[config.mk]
export PLATFORM = sky130hd
export DESIGN_NAME = sweep_sequencer_flat
export DESIGN_NICKNAME = d
export VERILOG_FILES = /design/src/rtl/sweep_sequencer_pkg.sv /design/src/rtl/sweep_sequencer_if.sv /design/src/rtl/sweep_sequencer_settle_timer.sv /design/src/rtl/sweep_sequencer.sv /design/src/flat_wrapper.sv
export SDC_FILE = /design/constraint.sdc
export NUM_CORES = 1
export LEC_CHECK = 0
export CAP_MARGIN = 10
export CORE_MARGIN = 5
export CORE_UTILIZATION = 30
export CTS_BUF_LIST = sky130_fd_sc_hd__clkbuf_8
export CTS_CLUSTER_DIAMETER = 30
export DETAILED_ROUTE_END_ITERATION = 6
export PLACE_DENSITY_LB_ADDON = 0.12
export SYNTH_ARGS = -nofsm -noshare
export SYNTH_HDL_FRONTEND = slang
export SYNTH_SLANG_ARGS = --single-unit
[constraint.sdc]
create_clock -name clk -period 1.9 [get_ports clk]
set_input_delay 0.475 -clock clk [delete_from_list [all_inputs] [get_ports clk]]
set_output_delay 0.475 -clock clk [all_outputs]
set_load 0.05 [all_outputs]
[src/rtl/sweep_sequencer_pkg.sv]
// Shared types and default sizing for the read-address sweep sequencer.
// Optional feature macro SWEEP_REVERSE_EN is handled in the interface and top.
package sweep_pkg;

   typedef enum logic [1:0] {
      IDLE   = 2'd0,
      SETTLE = 2'd1,
      SWEEP  = 2'd2,
      DONE   = 2'd3
   } state_e;

   localparam int SWEEP_DEPTH  = 32;
   localparam int SWEEP_SETTLE = 127;

endpackage

[src/rtl/sweep_sequencer_if.sv]
// Handshake/control bundle between writer, sweep sequencer and read consumer.
// Defining SWEEP_REVERSE_EN adds the dir input (descending sweep select).
interface sweep_sequencer_if #(
   parameter int ADDR_W = 5
);
   logic              write_done;
   logic              cleared;
   logic              loop_mode;
   logic              rd_ready;
`ifdef SWEEP_REVERSE_EN
   logic              dir;
`endif
   logic              start;
   logic              rd_valid;
   logic [ADDR_W-1:0] rd_addr;
   logic              sweep_done;
   logic              busy;

`ifdef SWEEP_REVERSE_EN
   modport master (
      input  write_done, cleared, loop_mode, rd_ready, dir,
      output start, rd_valid, rd_addr, sweep_done, busy
   );
   modport slave (
      output write_done, cleared, loop_mode, rd_ready, dir,
      input  start, rd_valid, rd_addr, sweep_done, busy
   );
`else
   modport master (
      input  write_done, cleared, loop_mode, rd_ready,
      output start, rd_valid, rd_addr, sweep_done, busy
   );
   modport slave (
      output write_done, cleared, loop_mode, rd_ready,
      input  start, rd_valid, rd_addr, sweep_done, busy
   );
`endif
endinterface

[src/rtl/sweep_sequencer_settle_timer.sv]
// Settle interval counter: counts while enabled, expire marks the final settle edge.
module settle_timer #(
   parameter int SETTLE_W   = 11,
   parameter int SETTLE_CYC = 127
) (
   input  logic clk,
   input  logic reset,
   input  logic enable,
   input  logic clear,
   output logic expire
);
   logic [SETTLE_W-1:0] count_q, count_d;

   always_comb begin
      count_d = count_q;
      if (clear)
         count_d = '0;
      else if (enable)
         count_d = count_q + SETTLE_W'(1);
   end

   always_ff @(posedge clk or negedge reset) begin
      if (!reset)
         count_q <= '0;
      else
         count_q <= count_d;
   end

   assign expire = enable && (count_q == SETTLE_W'(SETTLE_CYC - 1));
endmodule

[src/rtl/sweep_sequencer.sv]
// Settle-then-sweep read address sequencer with one-shot/loop modes.
// Optional: SWEEP_REVERSE_EN adds a dir input selecting a descending sweep.
module sweep_sequencer
   import sweep_pkg::*;
#(
   parameter int DEPTH      = SWEEP_DEPTH,
   parameter int ADDR_W     = $clog2(DEPTH),
   parameter int SETTLE_CYC = SWEEP_SETTLE,
   parameter int SETTLE_W   = 11
) (
   input  logic              clk,
   input  logic              reset,
   sweep_sequencer_if.master bus
);
   localparam logic [ADDR_W-1:0] ADDR_MAX = ADDR_W'(DEPTH - 1);

   state_e            state_q, state_d;
   logic              start_q, start_d;
   logic              rd_valid_q, rd_valid_d;
   logic [ADDR_W-1:0] rd_addr_q, rd_addr_d;
   logic              sweep_done_q, sweep_done_d;
   logic              busy_q, busy_d;
   logic [ADDR_W-1:0] first_addr, last_addr, step_addr;
   logic              abort, beat, last_beat, settle_expire;
`ifdef SWEEP_REVERSE_EN
   logic              dir_q, dir_d;
`endif

   settle_timer #(
      .SETTLE_W   (SETTLE_W),
      .SETTLE_CYC (SETTLE_CYC)
   ) u_settle (
      .clk    (clk),
      .reset  (reset),
      .enable (state_q == SETTLE),
      .clear  (state_q != SETTLE || abort),
      .expire (settle_expire)
   );

   // Direction applies to the running sweep; the live dir only picks the next start point.
`ifdef SWEEP_REVERSE_EN
   assign first_addr = bus.dir ? '0 - '0 + ADDR_MAX : '0;
   assign last_addr  = dir_q ? '0 : ADDR_MAX;
   assign step_addr  = dir_q ? rd_addr_q - ADDR_W'(1) : rd_addr_q + ADDR_W'(1);
`else
   assign first_addr = '0;
   assign last_addr  = ADDR_MAX;
   assign step_addr  = rd_addr_q + ADDR_W'(1);
`endif

   assign abort     = bus.cleared || !bus.write_done;
   assign beat      = rd_valid_q && bus.rd_ready;
   assign last_beat = beat && (rd_addr_q == last_addr);

   always_ff @(posedge clk or negedge reset) begin
      if (!reset) begin
         state_q      <= IDLE;
         start_q      <= 1'b0;
         rd_valid_q   <= 1'b0;
         rd_addr_q    <= '0;
         sweep_done_q <= 1'b0;
         busy_q       <= 1'b0;
      end else begin
         state_q      <= state_d;
         start_q      <= start_d;
         rd_valid_q   <= rd_valid_d;
         rd_addr_q    <= rd_addr_d;
         sweep_done_q <= sweep_done_d;
         busy_q       <= busy_d;
      end
   end

   always_comb begin
      state_d = state_q;
      unique case (state_q)
         IDLE:    if (bus.write_done && !bus.cleared) state_d = SETTLE;
         SETTLE:  if (abort) state_d = IDLE; else if (settle_expire) state_d = SWEEP;
         SWEEP:   if (abort) state_d = IDLE; else if (last_beat && !bus.loop_mode) state_d = DONE;
         DONE:    if (abort) state_d = IDLE;
         default: state_d = IDLE;
      endcase
   end

   // Outputs are derived from the next state so every output is a flop.
   always_comb begin
      start_d      = 1'b0;
      rd_valid_d   = 1'b0;
      rd_addr_d    = '0;
      sweep_done_d = 1'b0;
      busy_d       = (state_d != IDLE);
      unique case (state_d)
         SWEEP: begin
            start_d    = 1'b1;
            rd_valid_d = 1'b1;
            rd_addr_d  = rd_addr_q;
            if (state_q == SETTLE) begin
               rd_addr_d = first_addr;
            end else if (last_beat) begin
               rd_addr_d    = first_addr;
               sweep_done_d = 1'b1;
            end else if (beat) begin
               rd_addr_d = step_addr;
            end
         end
         DONE: begin
            start_d      = 1'b1;
            rd_addr_d    = rd_addr_q;
            sweep_done_d = (state_q == SWEEP);
         end
         default: ;
      endcase
   end

`ifdef SWEEP_REVERSE_EN
   always_comb begin
      dir_d = dir_q;
      if (state_d == SWEEP && (state_q == SETTLE || last_beat))
         dir_d = bus.dir;
   end

   always_ff @(posedge clk or negedge reset) begin
      if (!reset)
         dir_q <= 1'b0;
      else
         dir_q <= dir_d;
   end
`endif

   assign bus.start      = start_q;
   assign bus.rd_valid   = rd_valid_q;
   assign bus.rd_addr    = rd_addr_q;
   assign bus.sweep_done = sweep_done_q;
   assign bus.busy       = busy_q;
endmodule

[src/flat_wrapper.sv]
// flat-port wrapper written by rule: the top's interface ports become plain ports
module sweep_sequencer_flat import sweep_pkg::*;
#(
   parameter int DEPTH      = SWEEP_DEPTH,
   parameter int ADDR_W     = $clog2(DEPTH),
   parameter int SETTLE_CYC = SWEEP_SETTLE,
   parameter int SETTLE_W   = 11
)
  (clk, reset, bus_write_done, bus_cleared, bus_loop_mode, bus_rd_ready, bus_start, bus_rd_valid, bus_rd_addr, bus_sweep_done, bus_busy);
  sweep_sequencer_if #(.ADDR_W(ADDR_W)) bus_i ();
  input  logic clk;
  input  logic reset;
  input wire logic [$bits(bus_i.write_done)-1:0] bus_write_done;
  input wire logic [$bits(bus_i.cleared)-1:0] bus_cleared;
  input wire logic [$bits(bus_i.loop_mode)-1:0] bus_loop_mode;
  input wire logic [$bits(bus_i.rd_ready)-1:0] bus_rd_ready;
  output wire logic [$bits(bus_i.start)-1:0] bus_start;
  output wire logic [$bits(bus_i.rd_valid)-1:0] bus_rd_valid;
  output wire logic [$bits(bus_i.rd_addr)-1:0] bus_rd_addr;
  output wire logic [$bits(bus_i.sweep_done)-1:0] bus_sweep_done;
  output wire logic [$bits(bus_i.busy)-1:0] bus_busy;
  assign bus_i.write_done = bus_write_done;
  assign bus_i.cleared = bus_cleared;
  assign bus_i.loop_mode = bus_loop_mode;
  assign bus_i.rd_ready = bus_rd_ready;
  assign bus_start = bus_i.start;
  assign bus_rd_valid = bus_i.rd_valid;
  assign bus_rd_addr = bus_i.rd_addr;
  assign bus_sweep_done = bus_i.sweep_done;
  assign bus_busy = bus_i.busy;
  sweep_sequencer #(.DEPTH(DEPTH), .ADDR_W(ADDR_W), .SETTLE_CYC(SETTLE_CYC), .SETTLE_W(SETTLE_W)) u_core (.clk(clk), .reset(reset), .bus(bus_i));
endmodule
; Word-level counts from Yosys, hierarchy flattened
; Cells that the tools add are included.
[classes]
n_addsub = 2
eq_ne = 9
n_mux = 18
bitwise_logic = 1
reduce_logical = 15
[ops]
columns = cell, n
row1 = $mux 11, 2
row2 = $mux 5, 3
row3 = $mux 2, 6
row4 = $add 11x1->11 const B, 1
row5 = $eq 11x7->1 const B, 1
row6 = $pmux 5 s2, 1
row7 = $eq 2x2->1 const B, 4
row8 = $pmux 2 s4, 1
row9 = $add 5x1->5 const B, 1
row10 = $eq 5x5->1 const B, 1
row11 = $logic_and 1x1->1, 5
row12 = $mux 1, 4
row13 = $ne 4x2->1 const B, 1
row14 = $reduce_bool 2->1, 2
row15 = $logic_not 1->1, 3
row16 = $eq 2x1->1 const B, 1
row17 = $logic_not 2->1, 1
row18 = $logic_or 1x1->1, 2
row19 = $ne 2x1->1 const B, 1
row20 = $pmux 1 s2, 1
row21 = $reduce_and 2->1, 1
row22 = $reduce_or 2->1, 1
row23 = $not 1->1, 1
[totals]
register_bits = 22
input_bits = 6
output_inout_bits = 9

; Depth between registers and ports, before layout
[logic_depth]
word_depth = 9
mapped_depth = 6
mapped_depth_nobuf = 6

; Hierarchy
; From an unflattened synthesis, not the netlist that was laid out.
[unflattened]
hier_cells = 110
hier_area_um2 = 1172.4
[by_module_without_submodules]
columns = mod, n_inst, cells_each, area_each_um2, seq_area_each_um2
row1 = settle_timer, 1, 59, 595.6, 275.3
row2 = sweep_sequencer, 1, 51, 576.8, 275.3

; Least setup slack after synthesis
; Ideal clock, no wire load.
[synth_path]
path_kind = register to register
start = register u_core.rd_addr_q[0] (netlist: u_core.bus.rd_addr[0])
end = register u_core.state_q[0]
setup_ns = 0.104
arrival_ns = 1.887
setup_slack_ns = -0.091
path_stages_with_launch = 7
n_path_buf = 0
cell_sequence = dfrtp_1 -> ha_1 -> and3_1 -> ha_1 -> nor2b_1 -> nand3_1 -> a221oi_1
[synth_via]
elab_chain_len = 6
[synth_lines]
columns = item, line_no
row1 = "start, declared", sweep_sequencer.sv:20  ; logic [ADDR_W-1:0] rd_addr_q, rd_addr_d;
row2 = "start signal, assigned", sweep_sequencer.sv:67  ; rd_addr_q <= rd_addr_d;
row3 = $eq 5x5->1, sweep_sequencer.sv:53  ; assign last_beat = beat && (rd_addr_q == last_addr);
row4 = $logic_and 1x1->1, sweep_sequencer.sv:53
row5 = $logic_and 1x1->1, sweep_sequencer.sv:78  ; SWEEP: if (abort) state_d = IDLE; else if (last_beat && !bus.loop_mode) state_d = DONE;
row6 = $mux 2 (2 in a row), sweep_sequencer.sv:78
row7 = $pmux 2 s4, sweep_sequencer.sv:75  ; unique case (state_q)
row8 = net u_core.state_d[0], sweep_sequencer.sv:17  ; state_e state_q, state_d;
row9 = "end signal, assigned", sweep_sequencer.sv:64  ; state_q <= state_d;
row10 = "end, declared", sweep_sequencer.sv:17
; The timed path passes the listed nets, and every way through them passes these cells.
; A chain may end at the register's enable or synchronous reset.

; Final worst setup path
; Ends and elaborated chain as after synthesis.

==> summary.txt <==
GRT
  • Vias in the first global route: 903
  • Busiest grt layer: met2
  • Global-route wire length before repair: 4.08 mm
  • Global route total overflow: 0
  • Largest net degree at the start of global routing: 23
  • Initial antenna violation count: 0
  • GR Layer Usage met3: 0.0230
  • Total GRT Usage: 0.0999
  • GRT met2 Usage: 0.153
  • M1 GR Usage: 0.139

Hold path
  • Hold Crit Depth: 1
  • Min-delay src: u_core.u_settle.count_q[0]
  • Hold WC Path Type: flip-flop to flip-flop
  • Worst Hold End: u_core.u_settle.count_q[0]

Synth
  • Primary FF master, synth: dfrtp_1
  • Synth Instances: 103
  • Yosys cell types: 35
  • Xor/xnor cell area share of the yosys netlist: 0.0242
  • Multiplexer share of the synthesized area: 0.00924
  • Synth Register Bits: 22
  • Post-synth EDFFs: 0
  • Compound-Gate Fraction of Synth Area: 0.148
  • Post-Syn Area per Cell: 10.5 sq um
  • Mapped Area: 1080 sq um
  • Adder-Cell Fraction of Synth Area: 0.0462
  • FFs w/ async S/R, synth: 1.00
  • Post-Synth Simple-Gate Area: 0.251
  • Seq/Total Area, Yosys: 0.508
  • Syn_nets: 113
  • Main combinational cell family by area after synthesis: simple AND/OR/NAND/NOR gates
  • Ys Warns: 0

Routing
  • Avg WL per Cell: 13.3 um
  • Post-Route WL: 2.23 mm
  • Post-route ant nets: 0
  • Via count: 837
  • Initial detailed-routing violation count: 40
  • Residual DRC count: 0
  • Vias per cell: 4.98
  • TritonRoute pass-1 iters: 4

Clocking
  • Clock Pin Slew Worst Setup and Hold Paths: 0.08 ns
  • CTS tree: done
  • H-tree levels: 1
  • Post-CTS Setup Inserts: 0
  • Maximum root-to-sink buffer count: 2
  • Post_cts resized: 0
  • CTS Root Cell: clkbuf_8
  • Clk_lat worst skew: 0.26 ns
  • CTS Buf Count: 3
  • Clock sink count: 22
  • Hold buffers post-CTS: 0

Timing
  • Final hold slack: 0.508 ns
  • Layout Skew: 0.00341 ns
  • Final Critical Period: 1.68 ns
  • Final setup fails: 0
  • Final hold vios: 0
  • Fin Setup TNS: 0 ns
  • Rel. slew slack: 0.709
  • Highest Clock Rate: 0.594 GHz
  • RSZ-0062 raised after global routing: no
  • Slew @ Worst Pin: 0.433 ns
  • Max-slew violations: 0
  • Fin crit share: 0.885

Setup path
  • CP max FO: 7
  • Endpoint class of the critical path: flip-flop
  • Arr. time, crit path: 1.85 ns
  • R2r endpoint: u_core.state_q[0]
  • Worst endpoint required time: 2.06 ns
  • Startpoint Class: flip-flop
  • R2R cell count: 6
  • Worst R2R Setup Slack: 0.22 ns
  • R2r startpoint: u_core.bus.rd_addr[0]
  • Worst Path Class, Setup: flip-flop to flip-flop

Die
  • Width of the die: 70.1 um
  • Die area: 4910 sq um
  • Num rows: 21
  • CORE AREA: 3420 sq um
  • Initial Utilization: 0.317
  • Io pins: 15
  • Die Ht: 70.1 um

Final layout
  • Commonest non-fill, non-tap cell in the layout: dfrtp_1
  • Fin nets: 133
  • N_diodes: 0
  • Area grow syn2layout: 24.4%
  • Commonest cells after routing, fill and taps aside: dfrtp_1, buf_4, o21ai_0, a21oi_1, nor2_1
  • Share of cells above drive strength 1: 0.172

Placed design
  • Routability Congestion: 0.754
  • Dpl hpwl: 1.63 mm
  • # port buffers: 14

Power and ir drop
  • Pwr dens: 707 nW/um^2
  • Leakage: 0.000557 uW
  • Max VDD drop: 234 uV

Job
  • Max Cap Viol: 0

Status
  • Status: finished clean
per-layer routing:
layer | part of all wire | vias to the layer above
li1 | - | 422
met4 | 0.0072 | 0
met1 | 0.53 | 398
met2 | 0.44 | 13
met5 | 0 | -
met3 | 0.030 | 4
through the flow:
stage | total power [uW] | area (sq um) | worst slack [ns] | cells | util
after global routing | 993 | 1350 | 0.0262 | 168 | 0.395
after CTS | 969 | 1340 | 0.0409 | 168 | 0.392
after floorplan | 494 | 1090 | 0.0700 | 103 | -
after global placement | 521 | 1270 | 0.110 | 164 | 0.371
after detailed placement | 521 | 1270 | 0.0639 | 164 | 0.371
final | 952 | 1350 | 0.218 | 168 | 0.395
report_power, final:
group	total, uW	switching [uW]	internal, uW
Combinational	37.5	21.8	15.7
Clock	441	160	281
Sequential	474	3.06	470
critical path: stages, from the launching register on:
cell	delay, ns
dfrtp_2	0.40
ha_1	0.19
and3_1	0.16
ha_1	0.21
nor2b_4	0.22
nand3_1	0.12
a221oi_1	0.28
state kept, by name, summed over array words and instances (netlist names):
register and flops:
u_core.u_settle.count_q 11, u_core.bus.sweep_done 1, u_core.bus.rd_addr 5, u_core.bus.rd_valid 1, u_core.state_q 2, u_core.bus.start 1
u_core.bus.busy 1
logic make-up after synthesis:
logic type               Yosys count
adder cells (fa/ha/maj)            4
AO/OA/AOI/OAI                     26
multiplexers                       1
flip-flops                        22
buffers and inverters              4
XOR/XNOR                           3
AND/OR/NAND/NOR                   43
worst max path at each step:
| stage | start | endpoint | slack (ns) | cells past startpoint |
|---|---|---|---|---|
| final | u_core.bus.rd_addr[0] | u_core.state_q[0] | 0.22 | 6 |
| after global placement | u_core.bus.rd_addr[0] | u_core.state_q[0] | 0.11 | 6 |
| after floorplan | u_core.bus.rd_addr[0] | u_core.state_q[0] | 0.07 | 6 |
| after global routing | u_core.bus.rd_addr[0] | u_core.state_q[0] | 0.03 | 6 |
| after detailed placement | u_core.bus.rd_addr[0] | u_core.state_q[0] | 0.06 | 6 |
| after CTS | u_core.bus.rd_addr[0] | u_core.state_q[0] | 0.04 | 6 |
Yosys cell counts, types with 3 or more instances:
cell type   n  area share
dfrtp_1    22        0.51
a21oi_1     8       0.037
o21ai_0     8       0.037
nor2_1      6       0.021
nand3_1     5       0.023
or3_1       5       0.029
ha_1        4       0.046
inv_1       4       0.014
nand3b_1    4       0.028
nand2_1     3       0.010
nand4_1     3       0.017
nor2b_1     3       0.017
cell type report:
| cell class | instances | area [sq um] |
|---|---|---|
| fill | 354 | 2070 |
| sequential | 22 | 553 |
| multi-input combinational | 77 | 526 |
| timing repair buffer | 15 | 125 |
| tap | 46 | 57.6 |
| clock buffer | 3 | 41.3 |
| clock inverter | 1 | 30.0 |
| inverter | 4 | 15.0 |
No activity file was read; power rests on OpenSTA's default activity.
